### src/rtl/damage_calc.sv
// Battlefront damage pass: for each lane, read unit A and unit B, apply mutual
// damage computed from pre-damage values, write back living units, flag dead lanes.
module damage_calc #(
  parameter int LANES = 8
) (
  input  logic             clk,
  input  logic             reset,
  input  logic             damageSCEN,
  input  logic             damageCalcACK,
  output logic             damageCalcDone,
  output logic [3:0]       rdAddr,
  input  logic [15:0]      rdData,
  output logic             wrEn,
  output logic [3:0]       wrAddr,
  output logic [7:0]       wrHealth,
  output logic [LANES-1:0] deadA,
  output logic [LANES-1:0] deadB
);

  typedef enum logic [2:0] {
    IDLE = 3'd0,
    RD_A = 3'd1,
    RD_B = 3'd2,
    CALC = 3'd3,
    WR_A = 3'd4,
    WR_B = 3'd5,
    DONE = 3'd6
  } state_t;

  state_t           state_q, state_d;
  logic [2:0]       lane_q, lane_d;
  logic [15:0]      unit_a_q, unit_a_d;
  logic [7:0]       hp_b_q, hp_b_d;
  logic [7:0]       new_a_q, new_a_d;
  logic [7:0]       new_b_q, new_b_d;
  logic             done_q, done_d;
  logic [3:0]       rd_addr_q, rd_addr_d;
  logic             wr_en_q, wr_en_d;
  logic [3:0]       wr_addr_q, wr_addr_d;
  logic [7:0]       wr_health_q, wr_health_d;
  logic [LANES-1:0] dead_a_q, dead_a_d;
  logic [LANES-1:0] dead_b_q, dead_b_d;

  // Health of defender x after a hit from attacker y; a dead or unarmed attacker does nothing,
  // otherwise a hit always costs at least 1.
  function automatic logic [7:0] new_health(input logic [7:0] hx, input logic [3:0] defx,
                                            input logic [7:0] hy, input logic [3:0] atky);
    logic [7:0] dmg;
    if (hy == 8'd0 || atky == 4'd0) begin
      dmg = 8'd0;
    end else if (atky > defx) begin
      dmg = {4'd0, atky - defx};
    end else begin
      dmg = 8'd1;
    end
    if (hx > dmg) begin
      new_health = hx - dmg;
    end else begin
      new_health = 8'd0;
    end
  endfunction

  // State and output registers.
  always_ff @(posedge clk) begin
    if (reset) begin
      state_q     <= IDLE;
      lane_q      <= 3'd0;
      unit_a_q    <= 16'd0;
      hp_b_q      <= 8'd0;
      new_a_q     <= 8'd0;
      new_b_q     <= 8'd0;
      done_q      <= 1'b0;
      rd_addr_q   <= 4'd0;
      wr_en_q     <= 1'b0;
      wr_addr_q   <= 4'd0;
      wr_health_q <= 8'd0;
      dead_a_q    <= '0;
      dead_b_q    <= '0;
    end else begin
      state_q     <= state_d;
      lane_q      <= lane_d;
      unit_a_q    <= unit_a_d;
      hp_b_q      <= hp_b_d;
      new_a_q     <= new_a_d;
      new_b_q     <= new_b_d;
      done_q      <= done_d;
      rd_addr_q   <= rd_addr_d;
      wr_en_q     <= wr_en_d;
      wr_addr_q   <= wr_addr_d;
      wr_health_q <= wr_health_d;
      dead_a_q    <= dead_a_d;
      dead_b_q    <= dead_b_d;
    end
  end

  // Next state; outputs are precomputed for the state being entered so they appear registered.
  always_comb begin
    state_d     = state_q;
    lane_d      = lane_q;
    unit_a_d    = unit_a_q;
    hp_b_d      = hp_b_q;
    new_a_d     = new_a_q;
    new_b_d     = new_b_q;
    done_d      = 1'b0;
    rd_addr_d   = 4'd0;
    wr_en_d     = 1'b0;
    wr_addr_d   = 4'd0;
    wr_health_d = 8'd0;
    dead_a_d    = dead_a_q;
    dead_b_d    = dead_b_q;
    case (state_q)
      IDLE: begin
        if (damageSCEN) begin
          state_d   = RD_A;
          lane_d    = 3'd0;
          dead_a_d  = '0;
          dead_b_d  = '0;
          rd_addr_d = 4'd0;
        end else begin
          state_d = IDLE;
        end
      end
      RD_A: begin
        state_d   = RD_B;
        rd_addr_d = {1'b1, lane_q};
      end
      RD_B: begin
        unit_a_d = rdData;
        state_d  = CALC;
      end
      CALC: begin
        hp_b_d  = rdData[15:8];
        new_a_d = new_health(unit_a_q[15:8], unit_a_q[3:0], rdData[15:8], rdData[7:4]);
        new_b_d = new_health(rdData[15:8], rdData[3:0], unit_a_q[15:8], unit_a_q[7:4]);
        state_d = WR_A;
        if (unit_a_q[15:8] != 8'd0) begin
          wr_en_d     = 1'b1;
          wr_addr_d   = {1'b0, lane_q};
          wr_health_d = new_a_d;
        end else begin
          wr_en_d = 1'b0;
        end
      end
      WR_A: begin
        dead_a_d[lane_q] = (new_a_q == 8'd0);
        state_d          = WR_B;
        if (hp_b_q != 8'd0) begin
          wr_en_d     = 1'b1;
          wr_addr_d   = {1'b1, lane_q};
          wr_health_d = new_b_q;
        end else begin
          wr_en_d = 1'b0;
        end
      end
      WR_B: begin
        dead_b_d[lane_q] = (new_b_q == 8'd0);
        if (lane_q == 3'(LANES - 1)) begin
          state_d = DONE;
          done_d  = 1'b1;
        end else begin
          lane_d    = lane_q + 3'd1;
          state_d   = RD_A;
          rd_addr_d = {1'b0, lane_q + 3'd1};
        end
      end
      DONE: begin
        if (damageCalcACK) begin
          state_d = IDLE;
          done_d  = 1'b0;
        end else begin
          state_d = DONE;
          done_d  = 1'b1;
        end
      end
      default: begin
        state_d = IDLE;
      end
    endcase
  end

  assign damageCalcDone = done_q;
  assign rdAddr         = rd_addr_q;
  assign wrEn           = wr_en_q;
  assign wrAddr         = wr_addr_q;
  assign wrHealth       = wr_health_q;
  assign deadA          = dead_a_q;
  assign deadB          = dead_b_q;

endmodule

### config.mk
export PLATFORM = sky130hd
export DESIGN_NAME = damage_calc
export DESIGN_NICKNAME = d
export VERILOG_FILES = /design/src/rtl/damage_calc.sv
export SDC_FILE = /design/constraint.sdc
export NUM_CORES = 1
export LEC_CHECK = 0
export CORE_UTILIZATION = 45
export DETAILED_ROUTE_END_ITERATION = 7
export HOLD_SLACK_MARGIN = 0.05
export PLACE_DENSITY = 0.7
export SYNTH_ARGS = -nofsm -noshare
export SYNTH_HDL_FRONTEND = slang
export SYNTH_SLANG_ARGS = --single-unit
### constraint.sdc
create_clock -name clk -period 11.8 [get_ports clk]
set_clock_uncertainty 0.1 [all_clocks]
set_input_delay 3.54 -clock clk [delete_from_list [all_inputs] [get_ports clk]]
set_output_delay 3.54 -clock clk [all_outputs]
set_load 0.02 [all_outputs]
==> results.md, run 1 <==
- Status: finished clean
- First-pass GRT wire length: ~15000 um
- FFs w/ async S/R, synth: 0%
- Post-Synth Simple-Gate Area: between 20 and 25%
- Worst setup SP type: primary input
- CP Class: in -> reg
- Finished Cell Area: ~4700 um2
- R2R setup slack: around 8500 ps
- Clock Path Buffers: 2
- Total power: approximately 0.59 mW
- Ports: between 50 and 60
- Share of the synthesized area in the top cell type: 40.1%
- CTS tree: done
- Worst Setup EP: wrHealth[0]
- Worst setup EP type: flip-flop
- Hold Crit Class: reg -> reg
- Post-synthesis compound-gate area fraction: a little under a fifth
- WHS Path Cells: 1
- Die Ht: slightly below 100 um
- Final Setup Violations: 0
- Gpl congestion: 0.840
- Pre-antenna DRT Iters: 4
- Syn Nets: around 500
- Initial antenna violation count: 0
- DP Area: approximately 4500 um2
- Vias in the first global route: ~3300
- Largest family of logic cells by synthesized area: simple AND/OR/NAND/NOR gates
- Per-cell routed wire length: around 15 um
- Cell Pwr Density: ~120 nW/um2
- Layout Utilization: roughly 57%
- Synth unique cells: 63
- Final wirelength: 9250 um
- Crit path from: rdData[4]
- Measured slew at the worst slew-check pin: approximately 1100 ps
- Leak pwr: ~1.7 nW
- Mux contribution to synthesized area: 2.07%
- Area leader, netlist: dfxtp_1
- Die width: just under 100 um
- Vias per inst: around 5.6
- # resized after CTS: 0
- Ys flop type: dfxtp_1
- Slew HR: 29.4%
- Max Cap Violations: 0
- Via count: around 3500
- Row count: 33
- Critical R2R Launch: unit_a_q[0]
- Total Die Area: about 9300 um2
- Max IR drop VDD: about 0.053 mV
- Largest cells by area after synthesis: dfxtp_1 (40%), nand2_1 (7.2%), a21oi_1 (6.9%)
- Final HPWL DP: 6830 um
- Mapped Avg Cell Area: around 8.5 um2
- Yosys warnings: 0
- Fraction of layout cells with a size suffix above 1: between 6 and 7%
- Clk sinks: 80
- R2R cell count: 13
- Antenna diodes: 0
- Commonest cells post-synth: dfxtp_1 (80), nand2_1 (77), a21oi_1 (55)
- Port-buffer cells: 53
- RSZ-0062 raised after global routing: false
- Flops & latches, synth: 80
- GR Overflow Total: 0
- Area Growth Syn to Fin: 18.8%
- Clock H-tree levels: 3
- R2r endpoint: wrHealth[0]
- Crit-path max FO: 5
- Number of flops mapped to enable cells by yosys: 0
- Worst EP arrival: roughly 6900 ps
- Period utilization: a little under three fifths
- Count leader, synth: dfxtp_1
- Post-Syn Area: about 4000 um2
- Cell count after synthesis: 467
- Final ANT Viol Nets: 0
- Final layout net count: about 550
- Fin Setup TNS: 0 ps
- Final Hold Slack: approximately 360 ps
- Clock slew at reported path FFs: about 80 ps
- Final hold vios: 0
- Root Driver: clkbuf_8
- Drc violations: 0
- Fin crit period: 6710 ps
- 1st-iter DRT viols: ~150
- Total setup buffers inserted after CTS: 0
- Gr usage total: between 20% and 30%
- Maximum clock rate: ~150 MHz
- Initial Utilization: a little under half
- Core ar.: ~8400 um2
- Worst-skew pair later-pin latency: roughly 350 ps
- Max Slew Vio Count: 0
- Critical Path RT: approximately 12000 ps
- Adder-cell area share of the yosys netlist: approximately 8%
- Largest net degree at the start of global routing: 66
- Seq/Total Area, Yosys: between 40 and 50%
- Post-Synth XOR/XNOR Area: between 2 and 3%
- TritonCTS Buffers: 9
- Cts hold-fix bufs: 0
[cell families after synthesis]
group / count (synthesis)
AND/OR/NAND/NOR: 188
AO/OA/AOI/OAI: 113
flip-flops: 80
buffers and inverters: 42
adder cells (fa/ha/maj): 23
XOR/XNOR: 13
multiplexers: 8
[layout make-up]
type                            count  area (um2)
Sequential cell                    80        1600
Clock inverter                      5        56.3
Multi-Input combinational cell    345        2210
Clock buffer                       10         138
Timing Repair Buffer               54         533
Tap cell                          105         131
Inverter                           19        71.3
Fill cell                         794        3640
[critical path, stage by stage]
cell	delay [ps]
clkdlybuf4s50_1	510
inv_1	60
ha_1	190
inv_1	80
fa_1	200
a21o_1	120
a21oi_1	60
a41oi_1	220
a21boi_0	130
ha_1	220
fa_1	410
nand2b_1	200
a211oi_2	280
a21oi_1	120
nand2b_1	220
o21ai_0	280
[stage by stage]
stage | std cells | setup WS [ps]
CTS | 618 | 5110
detailed placement | 603 | 4760
finish | 618 | 5090
global route | 618 | 4730
global placement | 603 | 4870
floorplan | 467 | 5540
[cells in the final DEF (no fill, tap or decap), types with 5 or more instances in the layout]
master,count
or3_1,9
mux2i_1,6
nor4_1,7
o211ai_1,5
nand3b_1,5
xor2_1,5
o21ai_0,11
or4_1,6
ha_1,19
nor3_1,9
a21oi_1,55
xnor2_1,8
nand3_1,8
nor2_1,27
clkbuf_8,10
dfxtp_1,80
inv_1,19
a21o_1,8
clkdlybuf4s50_1,52
nor2b_1,8
nand2b_1,7
nand2_1,77
[where the power goes]
part	total [mW]	internal (mW)	switching, mW
clock network	0.202	0.102	0.0994
logic	0.101	0.0423	0.0590
registers	0.284	0.276	0.00736
total	0.587	0.421	0.166
[per-layer routing]
| layer | routed length [um] | up-vias | GRT usage, % |
|---|---|---|---|
| met1 | 4040 | 1637 | 27.0 |
| met3 | 511 | 9 | 3.79 |
| li1 | - | 1721 | - |
| met4 | 91 | 0 | 6.84 |
| met5 | 0 | - | 0 |
| met2 | 4610 | 101 | 37.2 |
[worst min-delay path by stage]
stage                from    endpoint
2_1_floorplan  new_a_q[5]  new_a_q[5]
3_3_place_gp   new_a_q[6]  new_a_q[6]
3_5_place_dp   new_a_q[4]  new_a_q[4]
4_1_cts         hp_b_q[5]   hp_b_q[5]
5_1_grt        new_a_q[6]  new_a_q[6]
6_report       new_a_q[6]  new_a_q[6]
[sequential cells by signal, indices dropped and copies added, names as in the netlist, 4 cells and up]
| name | flops |
|---|---|
| new_b_q | 8 |
| deadA | 8 |
| rdAddr | 4 |
| unit_a_q | 16 |
| new_a_q | 8 |
| deadB | 8 |
| wrHealth | 8 |
| hp_b_q | 8 |
| wrAddr | 4 |
Note: power is estimated with default switching activity, not from simulation.
==> run 2, diff against run 1 <==
==> constraint.sdc (replaced) <==
create_clock -name clk -period 6.4 [get_ports clk]
set_clock_uncertainty 0.1 [all_clocks]
set_input_delay 1.92 -clock clk [delete_from_list [all_inputs] [get_ports clk]]
set_output_delay 1.92 -clock clk [all_outputs]
set_load 0.02 [all_outputs]
==> run 2 against run 1 <==
  * Sequential share of layout area is 0.32 points lower
  * Combinational power grew 85%
  * Final area grew 0.95%
  * Sequential power grew 84%
  * Critical endpoint is now new_a_q[2]
  * Largest cell class unchanged
  * Largest power group unchanged
==> results.md, run 2 (synthesis gave the netlist of run 1 again) <==
- Worst Setup EP: new_a_q[2]
- Antenna diodes: 0 (unchanged)
- Crit-path max FO: 3 (-2)
- Total Die Area: 9250 um2 (unchanged)
- Status: finished clean
- First-pass GRT wire length: 15200 um (-0.76%)
- Worst setup EP type: flip-flop
- Worst-skew pair later-pin latency: 360 ps (about the same)
- Most frequent cells in the layout: dfxtp_1 (80), nand2_1 (77), a21oi_1 (55), clkdlybuf4s50_1 (52), nor2_1 (27)
- Max Cap Violations: 0 (unchanged)
- Final HPWL DP: 6870 um (+0.55%)
- R2R cell count: 13 (unchanged)
- Final ANT Viol Nets: 0 (unchanged)
- Commonest non-fill, non-tap cell in the layout: dfxtp_1
- GR Overflow Total: 0 (unchanged)
- Maximum clock rate: between 150 and 200 MHz
- Drc violations: 0 (unchanged)
- Area Growth Syn to Fin: 19.9%
- Vias in the first global route: 3278 (-0.33%)
- Cell Pwr Density: 239 nW/um2 (+93%)
- Final Setup Violations: 0 (unchanged)
- Critical Path RT: 6570 ps (-5370 ps)
- Die Ht: 96.2 um (unchanged)
- Finished Cell Area: 4790 um2 (+0.95%)
- Port-buffer cells: 53 (unchanged)
- Fin crit period: 5040 ps
- Per-cell routed wire length: 14.8 um (-1.3%)
- Critical Path Max Stage Delay: 510 ps (about the same)
- Largest net degree at the start of global routing: 44 (-33%)
- Via count: 3447 (-0.61%)
- Row count: 33 (unchanged)
- Ports: 54 (unchanged)
- Final layout net count: 552 (unchanged)
- Crit path from: rdData[4]
- 1st-iter DRT viols: 154 (+3.4%)
- Slew HR: 31.8% (+2.4 points)
- Cts hold-fix bufs: 0 (unchanged)
- Final wirelength: 9140 um (-1.1%)
- Worst EP arrival: 5210 ps (-1640 ps)
- Final instance count without filler cells: 619 (+0.16%)
- Inst Count DP: 603 (unchanged)
- Fraction of layout cells with a size suffix above 1: 7.00% (+0.18 points)
- Max Slew Vio Count: 0 (unchanged)
- Worst setup SP type: primary input
- CP Class: in -> reg
- Crit path max-delay cell type: clkdlybuf4s50_1
- Vias per inst: 5.57 (-0.77%)
- Max IR drop VDD: 0.126 mV (+140%)
- Initial antenna violation count: 0 (unchanged)
- Max FFs per register: 16 (unchanged)
- Setup ws final: 1360 ps (-3730 ps)
- Period utilization: about four fifths
- Initial Utilization: 47.6% (unchanged)
- DP Area: 4550 um2 (unchanged)
- Fin Setup TNS: 0 ps (unchanged)
- Pre-antenna DRT Iters: 4 (unchanged)
- # resized after CTS: 0 (unchanged)
- TritonCTS Buffers: 9 (unchanged)
- Critical-path cell list: clkdlybuf4s50_1 -> inv_1 -> ha_1 -> inv_1 -> fa_1 -> a21o_1 -> a21oi_1 -> a41oi_1 -> a21boi_0 -> ha_1 -> fa_1 -> nand2b_1 -> a211oi_2 -> nor2_1 -> or3_1 -> a21oi_1
- Final Hold Slack: 358 ps (-0.794 ps)
- Gpl congestion: 0.835 (-0.61%)
- Final hold vios: 0 (unchanged)
- CTS tree: done
- Layout Utilization: 57.1% (+0.54 points)
- CP Depth: 16 (unchanged)
- R2r endpoint: new_a_q[2]
- Leak pwr: 1.76 nW (+1.1%)
- Gr usage total: 21.4% (-0.14 points)
- Clock H-tree levels: 3 (unchanged)
- Top delay family on crit path: adder cells
- Post-place setup slack: 1030 ps (-3720 ps)
- Hold Crit Class: reg -> reg
- WHS Path Cells: 1 (unchanged)
- Worst path bufs/invs: 3 (unchanged)
- Die width: 96.2 um (unchanged)
- Critical R2R Launch: unit_a_q[0]
- Measured slew at the worst slew-check pin: 1020 ps (-35.5 ps)
- Clk sinks: 80 (unchanged)
- Clock slew at reported path FFs: 80 ps (about the same)
- Clock Path Buffers: 2 (unchanged)
- Reg with most FFs: unit_a_q
- Core ar.: 8380 um2 (unchanged)
- RSZ-0062 raised after global routing: false
- Total setup buffers inserted after CTS: 0 (unchanged)
- Root Driver: clkbuf_8
- R2R setup slack: 3130 ps (-5330 ps)
- Total power: 1.14 mW (+95%)
## run 2: final cells by class
| cell class | count | area, um2 |
|---|---|---|
| tap | 105 | 131 |
| fill | 764 | 3590 |
| multi-input combinational | 345 | 2210 |
| sequential | 80 | 1600 |
| clock inverter | 5 | 87.6 |
| timing repair buffer | 54 | 533 |
| inverter | 19 | 71.3 |
| clock buffer | 11 | 151 |
## run 2: per-layer routing
metal	vias to the layer above	wire length [um]	GRT usage [%]	part of all wire, %
met5	-	0	0	0
met3	13	471	4.34	5.2
li1	1724	-	-	-
met2	99	4550	37.4	50
met1	1611	4020	26.5	44
met4	0	97	5.97	1.1
## run 2: worst min path at each step
stage / from / to
after CTS: hp_b_q[2] / hp_b_q[2]
after global routing: new_a_q[6] / new_a_q[6]
after floorplan: new_a_q[5] / new_a_q[5]
after global placement: new_a_q[5] / new_a_q[5]
final: new_a_q[6] / new_a_q[6]
after detailed placement: new_a_q[4] / new_a_q[4]
## run 2: report_power, final
part / leakage [nW] / switching (mW) / internal (mW)
Sequential: 0.646 / 0.0136 / 0.509
Combinational: 0.992 / 0.109 / 0.0779
Clock: 0.118 / 0.188 / 0.244
Total: 1.76 / 0.310 / 0.832
==> run 3, diff against run 2 <==
==> constraint.sdc (replaced) <==
create_clock -name clk -period 5.2 [get_ports clk]
set_clock_uncertainty 0.1 [all_clocks]
set_input_delay 1.56 -clock clk [delete_from_list [all_inputs] [get_ports clk]]
set_output_delay 1.56 -clock clk [all_outputs]
set_load 0.02 [all_outputs]
==> run 3 against run 2 <==
  * Register-to-register slack got worse by 1200 ps
  * Routed wire length is 2.0% higher
  * Die area is the same
  * Core utilization about the same
  * Total power increased by 20%
  * Sequential share of layout area about the same
  * Final area is essentially flat
  * Via count rose by 0.35%
  * Non-clock buffer count grew 4
  * Final cell count rose by 0.65%
  * Critical path depth did not move
  * First-iteration DRC count shrank 7.8%
  * Critical path type unchanged
  * Critical endpoint unchanged
==> results.md, run 3 (synthesis gave the netlist of run 1 again) <==
- GR Overflow Total: 0 (unchanged)
- Root Driver: clkbuf_8
- Vias per inst: 5.55 (-0.30%)
- Gr usage total: 21.7% (+0.30 points)
- Core ar.: 8380 um2 (unchanged)
- # resized after CTS: 0 (unchanged)
- Critical Path RT: 5380 ps (-1190 ps)
- Antenna diodes: 0 (unchanged)
- Period utilization: between 90% and 100%
- Slew HR: 30.0% (-1.7 points)
- Ports: 54 (unchanged)
- Final wirelength: 9320 um (+2.0%)
- Port-buffer cells: 53 (unchanged)
- Cts hold-fix bufs: 0 (unchanged)
- Final ANT Viol Nets: 0 (unchanged)
- Die Ht: 96.2 um (unchanged)
- Worst setup SP type: primary input
- Clock slew at reported path FFs: 80 ps (about the same)
- Fin crit period: around 4700 ps
- Measured slew at the worst slew-check pin: 1050 ps (+26.1 ps)
- TritonCTS Buffers: 9 (unchanged)
- Max FFs per register: 16 (unchanged)
- Status: finished clean
- Reg with most FFs: unit_a_q
- Initial antenna violation count: 0 (unchanged)
- Per-cell routed wire length: 15.0 um (+1.3%)
- First-pass GRT wire length: 15400 um (+0.95%)
- Critical-path cell list: clkdlybuf4s50_1 -> inv_1 -> ha_1 -> inv_1 -> fa_1 -> a21o_1 -> a21oi_1 -> a41oi_1 -> a21boi_0 -> ha_1 -> fa_1 -> nand2b_1 -> a211oi_2 -> nor2_1 -> or3_1 -> a21oi_1
- R2R setup slack: 1920 ps (-1210 ps)
- Drc violations: 0 (unchanged)
- Hold Crit Class: reg -> reg
- Largest net degree at the start of global routing: 38 (-14%)
- Commonest non-fill, non-tap cell in the layout: dfxtp_1
- Clock Path Buffers: 2 (unchanged)
- Row count: 33 (unchanged)
- Total setup buffers inserted after CTS: 0 (unchanged)
- Via count: 3459 (+0.35%)
- Die width: 96.2 um (unchanged)
- Critical Path Max Stage Delay: 500 ps (about the same)
- Gpl congestion: 0.858 (+2.7%)
- 1st-iter DRT viols: 142 (-7.8%)
- Vias in the first global route: 3199 (-2.4%)
- Final HPWL DP: 6990 um (+1.8%)
- Final layout net count: 556 (+0.72%)
- Maximum clock rate: ~210 MHz
- Fin Setup TNS: 0 ps (unchanged)
- Pre-antenna DRT Iters: 4 (unchanged)
- Fraction of layout cells with a size suffix above 1: 7.34% (+0.33 points)
- Cell Pwr Density: 287 nW/um2 (+20%)
- Worst EP arrival: 4910 ps (-300 ps)
- Clk sinks: 80 (unchanged)
- Max Slew Vio Count: 0 (unchanged)
- Clock H-tree levels: 3 (unchanged)
- Final Setup Violations: 0 (unchanged)
- Crit-path max FO: 3 (unchanged)
- Worst setup EP type: flip-flop
- Post-place setup slack: 163 ps (-870 ps)
- Total Die Area: 9250 um2 (unchanged)
- Worst-skew pair later-pin latency: 350 ps (about the same)
- Leak pwr: 1.76 nW (+0.29%)
- Final hold vios: 0 (unchanged)
- Most frequent cells in the layout: dfxtp_1 (80), nand2_1 (77), a21oi_1 (55), clkdlybuf4s50_1 (52), nor2_1 (27)
- Area Growth Syn to Fin: 20.0% (about the same)
- Max IR drop VDD: 0.151 mV (+19%)
- Crit path max-delay cell type: clkdlybuf4s50_1
- Initial Utilization: 47.6% (unchanged)
- CTS tree: done
- RSZ-0062 raised after global routing: false
- CP Class: in -> reg
- Setup ws final: 474 ps (-887 ps)
- Max Cap Violations: 0 (unchanged)
==> run 3: cell types whose count changed in the layout (fill, tap and decap cells not counted) <==
cell and change:
clkinv_2 +1, inv_8 -1, clkbuf_1 +2, buf_4 +4, clkbuf_8 -2
==> run 3: path summary, 6_finish.rpt <==
| check | endpoint | cells past startpoint | from |
|---|---|---|---|
| max | new_a_q[2] | 16 | rdData[4] |
| min | new_a_q[2] | 2 | new_a_q[2] |
| max reg2reg | new_a_q[2] | 13 | unit_a_q[0] |
| min reg2reg | new_a_q[2] | 2 | new_a_q[2] |
==> run 3: power by group <==
part           internal [mW]  switching, mW
registers              0.627         0.0170
logic                 0.0986          0.135
clock network          0.271          0.226
total                  0.996          0.378
==> run 3: per-stage QoR <==
stage	std cells	utilization, %	hold slack, ps	power, mW	cell area, um2
2_1_floorplan	467	-	326	0.819	3990
3_3_place_gp	607	54.6	338	0.884	4580
3_5_place_dp	607	54.6	349	0.891	4580
4_1_cts	623	57.2	359	1.38	4790
5_1_grt	623	57.2	379	1.44	4790
6_report	623	57.2	360	1.37	4790
==> run 3: cell type report <==
type,instances,area [um2]
fillers,810,3590
multi-input cells,345,2210
flip-flops and latches,80,1600
repair buffers,58,563
clock buffers,11,131
well taps,105,131
clock inverters,5,81.3
inverters,19,71.3
==> run 3: routing by layer <==
metal	track usage, %	vias to the layer above	share of wire (%)
met3	3.63	16	3.4
met4	8.71	0	2.0
met1	28.0	1635	46
met2	35.8	74	48
met5	0	-	0
li1	-	1734	-
==> run 3: worst max-delay path, delay by kind of cell <==
family          cells  cell delay (ps)
fa+ha+maj           4             1050
simple gates        3              660
compound gates      6             1010
buf+inv             3              630
